**config.mk**
```make
export PLATFORM = sky130hd
export DESIGN_NAME = ts_in_arb
export DESIGN_NICKNAME = d
export VERILOG_FILES = /design/src/rtl/ts_pkg.sv /design/src/rtl/rr_pick.sv /design/src/rtl/ts_in_arb.sv
export SDC_FILE = /design/constraint.sdc
export NUM_CORES = 1
export LEC_CHECK = 0
export BUFFER_PORTS_ARGS = -buffer_cell sky130_fd_sc_hd__buf_2
export CAP_MARGIN = 20
export CORE_UTILIZATION = 52
export CTS_BUF_LIST = sky130_fd_sc_hd__clkbuf_16
export DETAILED_ROUTE_END_ITERATION = 7
export HOLD_SLACK_MARGIN = 0.06
export PLACE_DENSITY = 0.86
export SLEW_MARGIN = 20
export SYNTH_ARGS = -nofsm -noshare
export SYNTH_HDL_FRONTEND = slang
export SYNTH_SLANG_ARGS = --single-unit
export TNS_END_PERCENT = 50
```
**constraint.sdc**
```tcl
create_clock -name clk_main -period 4 [get_ports clk_main]
set_input_delay 0.4 -clock clk_main [delete_from_list [all_inputs] [get_ports clk_main]]
set_output_delay 0.4 -clock clk_main [all_outputs]
set_load 0.005 [all_outputs]
```
**src/rtl/ts_pkg.sv**
```systemverilog
// Shared constants, FSM encoding and tag helper for the TS ingest arbiter.
package ts_pkg;

  localparam int TS_DESC_WORDS    = 4;
  localparam int TS_PAYLOAD_WORDS = 47;
  localparam int TS_PKT_WORDS     = TS_DESC_WORDS + TS_PAYLOAD_WORDS;

  typedef enum logic [1:0] {
    ST_IDLE = 2'd0,
    ST_READ = 2'd1,
    ST_GAP  = 2'd2
  } arb_state_e;

  // Channel tag written into the low byte of descriptor word 0 (wraps mod 256).
  function automatic logic [7:0] ts_tag(input logic [7:0] base, input logic [2:0] port);
    return base + {5'd0, port};
  endfunction

endpackage

```
**src/rtl/rr_pick.sv**
```systemverilog
// Combinational rotate-priority encoder: the first set request at or after start_i wins.
module rr_pick import ts_pkg::*; #(
  parameter int N_PORTS = 4
) (
  input  logic [N_PORTS-1:0] req_i,
  input  logic [2:0]         start_i,
  output logic               valid_o,
  output logic [2:0]         idx_o
);

  logic [7:0] req8_s;
  logic [3:0] pos_s;

  assign req8_s = 8'(req_i);

  // Walk the ring from the far end back to start so the nearest candidate is written last.
  always_comb begin
    valid_o = 1'b0;
    idx_o   = 3'd0;
    pos_s   = 4'd0;
    for (int i = N_PORTS - 1; i >= 0; i--) begin
      pos_s = {1'b0, start_i} + 4'(i);
      if (pos_s >= 4'(N_PORTS)) begin
        pos_s = pos_s - 4'(N_PORTS);
      end else begin
        pos_s = pos_s;
      end
      if (req8_s[pos_s[2:0]]) begin
        valid_o = 1'b1;
        idx_o   = pos_s[2:0];
      end else begin
        valid_o = valid_o;
        idx_o   = idx_o;
      end
    end
  end

endmodule

```
**src/rtl/ts_in_arb.sv**
```systemverilog
// Packet-granular round-robin arbiter feeding the single CSA ingest port from N channel FIFOs.
module ts_in_arb import ts_pkg::*; #(
  parameter int         N_PORTS    = 4,
  parameter int         PKT_WORDS  = TS_PKT_WORDS,
  parameter int         GAP_CYCLES = 6,
  parameter bit         TAG_EN     = 1'b1,
  parameter logic [7:0] TAG_BASE   = 8'h01
) (
  input  logic                    clk_main,
  input  logic                    rst,
  input  logic [N_PORTS*32-1:0]   port_din,
  input  logic [N_PORTS-1:0]      port_pkt_rdy,
  input  logic [N_PORTS-1:0]      port_en,
  output logic [N_PORTS-1:0]      port_rd,
  output logic [31:0]             ts_dout,
  output logic                    ts_dout_en,
  output logic [2:0]              cur_port,
  output logic                    busy,
  output logic [15:0]             pkt_count
);

  localparam logic [5:0] LAST_WORD = 6'(PKT_WORDS - 1);
  localparam logic [7:0] GAP_LAST  = (GAP_CYCLES >= 2) ? 8'(GAP_CYCLES - 2) : 8'd0;

  arb_state_e          state_q, state_d;
  logic [2:0]          grant_q, grant_d;
  logic [2:0]          cur_port_q, cur_port_d;
  logic [5:0]          wcnt_q, wcnt_d;
  logic [7:0]          gcnt_q, gcnt_d;
  logic [N_PORTS-1:0]  port_rd_q, port_rd_d;
  logic [15:0]         pkt_count_q, pkt_count_d;
  logic                busy_q;
  logic                rd_dly_q;
  logic                first_q;
  logic [31:0]         ts_dout_q, ts_dout_d;
  logic                ts_dout_en_q, ts_dout_en_d;

  logic [2:0]          start_s;
  logic                pick_valid_s;
  logic [2:0]          pick_idx_s;
  logic [31:0]         din_sel_s;

  function automatic logic [N_PORTS-1:0] onehot(input logic [2:0] idx);
    logic [7:0] v;
    v = 8'd1 << idx;
    return v[N_PORTS-1:0];
  endfunction

  assign start_s = (cur_port_q == 3'(N_PORTS - 1)) ? 3'd0 : cur_port_q + 3'd1;

  rr_pick #(.N_PORTS(N_PORTS)) u_pick (
    .req_i   (port_pkt_rdy & port_en),
    .start_i (start_s),
    .valid_o (pick_valid_s),
    .idx_o   (pick_idx_s)
  );

  // Read-data mux for the granted channel.
  always_comb begin
    din_sel_s = 32'd0;
    for (int k = 0; k < N_PORTS; k++) begin
      din_sel_s = (grant_q == 3'(k)) ? port_din[32*k +: 32] : din_sel_s;
    end
  end

  // Next-state logic: grant in IDLE, pop PKT_WORDS words in READ, hold off in GAP.
  always_comb begin
    state_d     = state_q;
    grant_d     = grant_q;
    cur_port_d  = cur_port_q;
    wcnt_d      = wcnt_q;
    gcnt_d      = gcnt_q;
    port_rd_d   = '0;
    pkt_count_d = pkt_count_q;
    case (state_q)
      ST_IDLE: begin
        if (pick_valid_s) begin
          grant_d    = pick_idx_s;
          cur_port_d = pick_idx_s;
          wcnt_d     = 6'd0;
          port_rd_d  = onehot(pick_idx_s);
          state_d    = ST_READ;
        end else begin
          state_d = ST_IDLE;
        end
      end
      ST_READ: begin
        // wcnt_q is the index of the word being popped this cycle.
        if (wcnt_q == LAST_WORD) begin
          pkt_count_d = pkt_count_q + 16'd1;
          gcnt_d      = 8'd0;
          state_d     = (GAP_CYCLES == 1) ? ST_IDLE : ST_GAP;
        end else begin
          wcnt_d    = wcnt_q + 6'd1;
          port_rd_d = onehot(grant_q);
        end
      end
      ST_GAP: begin
        if (gcnt_q == GAP_LAST) begin
          state_d = ST_IDLE;
        end else begin
          gcnt_d = gcnt_q + 8'd1;
        end
      end
      default: begin
        state_d = ST_IDLE;
      end
    endcase
  end

  // Output word: FIFO data lands one cycle after the pop and is registered here.
  always_comb begin
    ts_dout_d    = ts_dout_q;
    ts_dout_en_d = 1'b0;
    if (rd_dly_q) begin
      ts_dout_d    = {din_sel_s[31:8],
                      (TAG_EN && first_q) ? ts_tag(TAG_BASE, grant_q) : din_sel_s[7:0]};
      ts_dout_en_d = 1'b1;
    end else begin
      ts_dout_d    = ts_dout_q;
      ts_dout_en_d = 1'b0;
    end
  end

  // State and datapath registers; reset abandons any packet in flight.
  always_ff @(posedge clk_main or posedge rst) begin
    if (rst) begin
      state_q      <= ST_IDLE;
      grant_q      <= 3'd0;
      cur_port_q   <= 3'(N_PORTS - 1);
      wcnt_q       <= 6'd0;
      gcnt_q       <= 8'd0;
      port_rd_q    <= '0;
      pkt_count_q  <= 16'd0;
      busy_q       <= 1'b0;
      rd_dly_q     <= 1'b0;
      first_q      <= 1'b0;
      ts_dout_q    <= 32'd0;
      ts_dout_en_q <= 1'b0;
    end else begin
      state_q      <= state_d;
      grant_q      <= grant_d;
      cur_port_q   <= cur_port_d;
      wcnt_q       <= wcnt_d;
      gcnt_q       <= gcnt_d;
      port_rd_q    <= port_rd_d;
      pkt_count_q  <= pkt_count_d;
      busy_q       <= (state_d != ST_IDLE);
      rd_dly_q     <= |port_rd_q;
      first_q      <= (state_q == ST_READ) && (wcnt_q == 6'd0);
      ts_dout_q    <= ts_dout_d;
      ts_dout_en_q <= ts_dout_en_d;
    end
  end

  assign port_rd    = port_rd_q;
  assign ts_dout    = ts_dout_q;
  assign ts_dout_en = ts_dout_en_q;
  assign cur_port   = cur_port_q;
  assign busy       = busy_q;
  assign pkt_count  = pkt_count_q;

endmodule

```
-- After elaboration in Yosys (flattened, before gate mapping)
Index checks and enable logic that the tools add are counted.
- flip-flop bits (word level): 78
- input port bits: 138
- word-level logic and storage cells: 99
- $add $sub $neg: 12
- order comparisons: 8
- equal/unequal tests: 12
- shifts and indexed selects: 2
- multiplexer cells: 40
- bitwise logic cells: 1
- reduce and logical (&&, ||, !) cells: 12
- operators by type and width (operator ; count):
    $mux 32 ; 4
    $mux 3 ; 9
    $mux 8 ; 3
    $add 16x1->16 const B ; 1
    $lt 3x4->1 const B ; 4
    $pmux 8 s2 ; 1
    $bmux 1 s3 ; 4
    $ge 4x3->1 const B ; 3
    $mux 6 ; 2
    $pmux 6 s2 ; 1
    $sub 3x3->3 const B ; 4
    $mux 1 ; 10
    $eq 3x2->1 const B ; 3
    $add 3x2->4 const B ; 2
    $add 8x1->8 const B ; 1
    $eq 8x3->1 const B ; 1
    $mux 4 ; 2
    $ne 2x2->1 const B ; 4
    $pmux 4 s2 ; 1
    $shl 1x3->4 const A ; 2
    $add 6x1->6 const B ; 1
    $eq 6x6->1 const B ; 1
    $logic_not 6->1 ; 1
    $pmux 2 s3 ; 1
    16 further kinds ; 21

-- Longest topological paths before layout
- word-level depth: 14
- mapped depth: 12
- gate-level depth less buffers: 11

-- Cells and area by module
Synthesis repeated with hierarchy kept, for this count alone.
- cells, all modules: 486
- area total of the unflattened synthesis: 4551.9 µm²
- by module, submodules not included (module ; times used ; cells an instance ; area an instance (µm²)):
    ts_in_arb ; 1 ; 449 ; 4241.6
    rr_pick ; 1 ; 37 ; 310.3

-- Worst setup path before layout
Ideal clock, no wire load.
- kind: flip-flop to flip-flop
- start point: register cur_port_q[0] (netlist: cur_port[0])
- end point: register grant_q[0]
- setup time: 0.125 ns
- arrival time: 2.621 ns
- required time: 3.875 ns
- setup slack: 1.254 ns
- stages on the path, launching flop included: 11
- buffers on the path: 2
- period minus slack after synthesis: 2.746 ns
- cell sequence: dfstp_2 ha_1 clkbuf_1 nand2_1 inv_1 ha_1 mux4_2 nor2_1 o41a_1 buf_2 mux2_2
- word-level cells in the longest chain between the ends: 12
- elaborated cells on any way between the ends: 35
- classes of those cells: add/sub: 8; order compare: 4; eq/ne: 1; mux: 21; reduce/logical: 1
- ends and longest elaborated chain (what ; RTL line ; source):
    start: declaration ; ts_in_arb.sv:27 ; logic [2:0] cur_port_q, cur_port_d;
    start signal: assignment ; ts_in_arb.sv:130 ; cur_port_q <= 3'(N_PORTS - 1);
    start signal: assignment ; ts_in_arb.sv:143 ; cur_port_q <= cur_port_d;
    $add 3x1->3 or $eq 3x2->1 (tied branches) ; ts_in_arb.sv:49 ; assign start_s = (cur_port_q == 3'(N_PORTS - 1)) ? 3'd0 : cur_port_q + 3'd1;
    $mux 3 * ; ts_in_arb.sv:49 ;
    $add 3x2->4 ; rr_pick.sv:22 ; pos_s = {1'b0, start_i} + 4'(i);
    $ge 4x3->1 or $sub 3x3->3 (tied branches) ; rr_pick.sv:23, rr_pick.sv:24 ;
    $mux 3 ; rr_pick.sv:23 ; if (pos_s >= 4'(N_PORTS)) begin
    $bmux 1 s3 ; rr_pick.sv:28 ; if (req8_s[pos_s[2:0]]) begin
    $mux 1 (implied by the code) ; rr_pick.sv:28 ;
    $mux 1 (4 in a row) ; rr_pick.sv:28 ;
    $reduce_and 2->1 (no line) ; -- ;
    end signal: assignment ; ts_in_arb.sv:142 ; grant_q <= grant_d;
    end: declaration ; ts_in_arb.sv:26 ; logic [2:0] grant_q, grant_d;
Mark *: on every way between the ends. The rest lies on a longest branch, timed or not. The select of a mux whose other input is x is not followed.
A chain may end at the register's enable or synchronous reset.

-- Final worst setup path
Ends and elaborated chain as after synthesis.

==> results_dict.tcl <==
set metrics [dict create \
    dieArea_um2 9180 \
    synth_top_area_cell "dfrtp_1" \
    drc 0 \
    num-fill-cells 676 \
    synth-edff-count 0 \
    mostFrequentLayoutCell "buf_2" \
    start_util_pct 54.6 \
    antenna_found_initial 0 \
    synth_area_um2 4580 \
    cp_data_arrival_time_ps 3280 \
    grt_pass1_wl_um 18400 \
    cts.sinks 77 \
    powerDensity_nw_per_um2 751 \
    cts-buffers-inserted 9 \
    tns_ps 0 \
    ir_drop_uv 427 \
    ys_warn_count 0 \
    core_region_area_um2 8380 \
    fin_cells 793 \
    cts_root_buffer "clkbuf_16" \
    clk_pin_slew_ps 60 \
    h-tree-depth 3 \
    max_freq_ghz 0.325 \
    start_kind "register" \
    cts_tree "done" \
    maxSlewViolCount 0 \
    antenna_cells 0 \
    synthDistinctLibCells 56 \
    via_per_inst 5.80 \
    rsz0062_at_grt "no" \
    layout_common_cells "194 x buf_2, 83 x nor2_1, 74 x dfrtp_1" \
    fin_crit_sh_pct 76.9 \
    row_count 33 \
    drv_cap 0 \
    max_slew_margin_pct 34.2 \
    wl_per_cell_um 16.0 \
    route.antenna.remaining_nets 0 \
    crit_required_ps 4210 \
    cts_resized 0 \
    path_class "reg -> reg" \
    drive_above_1_share_pct 35.2 \
    routabilityCongestion 0.874 \
    synth_seq_cells 77 \
    postLayoutCellArea_um2 5900 \
    leakage_nw 2.87 \
    clock_latency_ps 320 \
    die_y_um 95.8 \
    dp_hpwl_um 9500 \
    drtIter0Drc 304 \
    dr.pass1.iters 5 \
    syn_nets 659 \
    ctsHoldBuffers 0 \
    fin_crit_ps 3070 \
    synth_top_area_share_pct 41.0 \
    end_kind "register" \
    ys_seq_area_share_pct 42.1 \
    io_pins 195 \
    clock_path_buffers 2 \
    grt_pass1_vias 3868 \
    vias 4599 \
    multi_input_area_um2 2420 \
    async_reset_ff_share_pct 100 \
    synthCells 507 \
    skew_ps 6.09 \
    numPortBuffers 194 \
    syn_avg_cell_area_um2 9.03 \
    post_cts_buffers 0 \
    area_delta_synth_final_pct 28.8 \
    final_nets 835 \
    hold_violations 0 \
    setup_viol 0 \
    grt_util_all_layers_pct 26.1 \
    grt_max_degree 66 \
    worstHoldPathType "in -> async" \
    seqCellArea_um2 1930 \
    synth_flop_cell "dfrtp_1" \
    dp.cells 777 \
    overflow 0 \
    synthTopCellsByArea "dfrtp_1 41%, nor2_1 6.9%, a21oi_1 6.7%" \
    status "completed" \
    wl_um 12700 \
    tightest_slew_ps 987 \
    crit_fanout 10 \
    die_w_um 95.8 \
    dpl_cell_area_um2 5580 \
]
==> final cells by class <==
cell class              instances  area share [%]
repair buffers                199            17.1
inverters                      21            1.48
multi-input cells             375            41.1
flip-flops and latches         77            32.7
clock inverters                 7            1.55
clock buffers                   9            3.82
well taps                     105            2.23
==> sequential cells by signal, summed over array words and instances, names as in the netlist <==
| name | flops |
|---|---|
| wcnt_q | 6 |
| port_rd | 4 |
| state_q | 2 |
| pkt_count | 16 |
| cur_port | 2 |
| ts_dout | 32 |
| gcnt_q | 8 |
| ts_dout_en | 1 |
| first_q | 1 |
| rd_dly_q | 1 |
| grant_q | 3 |
| busy | 1 |
==> Yosys cell counts (all sizes together) (4+ instances only) <==
cell and number:
inv 21, nand2b 7, a22oi 32, o22ai 5, o21ai 8, xor2 11, xnor2 12, nand4 10
ha 14, mux2 12, a211oi 35, nand3 14, clkbuf 26, nor2 84, buf 8, a21oi 61
dfrtp 75, nand2 21, nor2b 4
==> where the power goes <==
group	total (mW)	leakage, nW	internal (mW)	switching [mW]
clock	0.851	0.150	0.543	0.309
sequential	1.34	0.967	1.06	0.283
combinational	2.23	1.75	0.964	1.27
total	4.43	2.87	2.57	1.86
==> metal layers <==
metal	track usage [%]	part of all wire, %	vias up
met5	0	0	-
met1	36.6	43	2188
met4	6.84	1.5	0
met2	42.6	49	185
met3	3.87	6.2	24
li1	-	-	2202
==> logic make-up (layout without fill, tap and decap cells) <==
kind of cell / after synthesis / after routing / share of synthesized area (%)
compound gates: 163 / 163 / 23.7
buf+inv: 55 / 236 / 5.38
xor+xnor: 23 / 23 / 4.40
simple gates: 159 / 159 / 16.2
mux: 16 / 16 / 4.37
flops: 77 / 77 / 42.1
fa+ha+maj: 14 / 14 / 3.83
==> critical path: stages, from the launching register on <==
cell and delay [ps]:
dfstp_2 570, ha_1 310, nand2b_4 120, nand2_1 130, inv_1 100, ha_1 320, mux4_2 330, nor2_1 210
o41a_1 480, mux2_2 390
==> through the flow <==
step                total power [mW]  utilization [%]  worst slack, ps  hold WS (ps)
finish                          4.43             70.4              925           196
global route                    4.75             70.4              725           278
CTS                             4.43             70.3              920           218
detailed placement              3.56             66.5              957           465
global placement                3.48             66.5             1050           458
floorplan                       2.91                -             1250           391
==> path summary, 6_finish.rpt <==
kind	from	end	slack, ps	cells past startpoint
max	cur_port[0]	grant_q[0]	930	9
max reg2reg	cur_port[0]	grant_q[0]	930	9
min	rst	pkt_count[15]	200	2
min reg2reg	pkt_count[15]	pkt_count[15]	480	1
max in group asynchronous	rst	cur_port[1]	2890	3
min in group clk_main	port_din[102]	ts_dout[6]	360	3
Power figures use the tool's default switching activity.
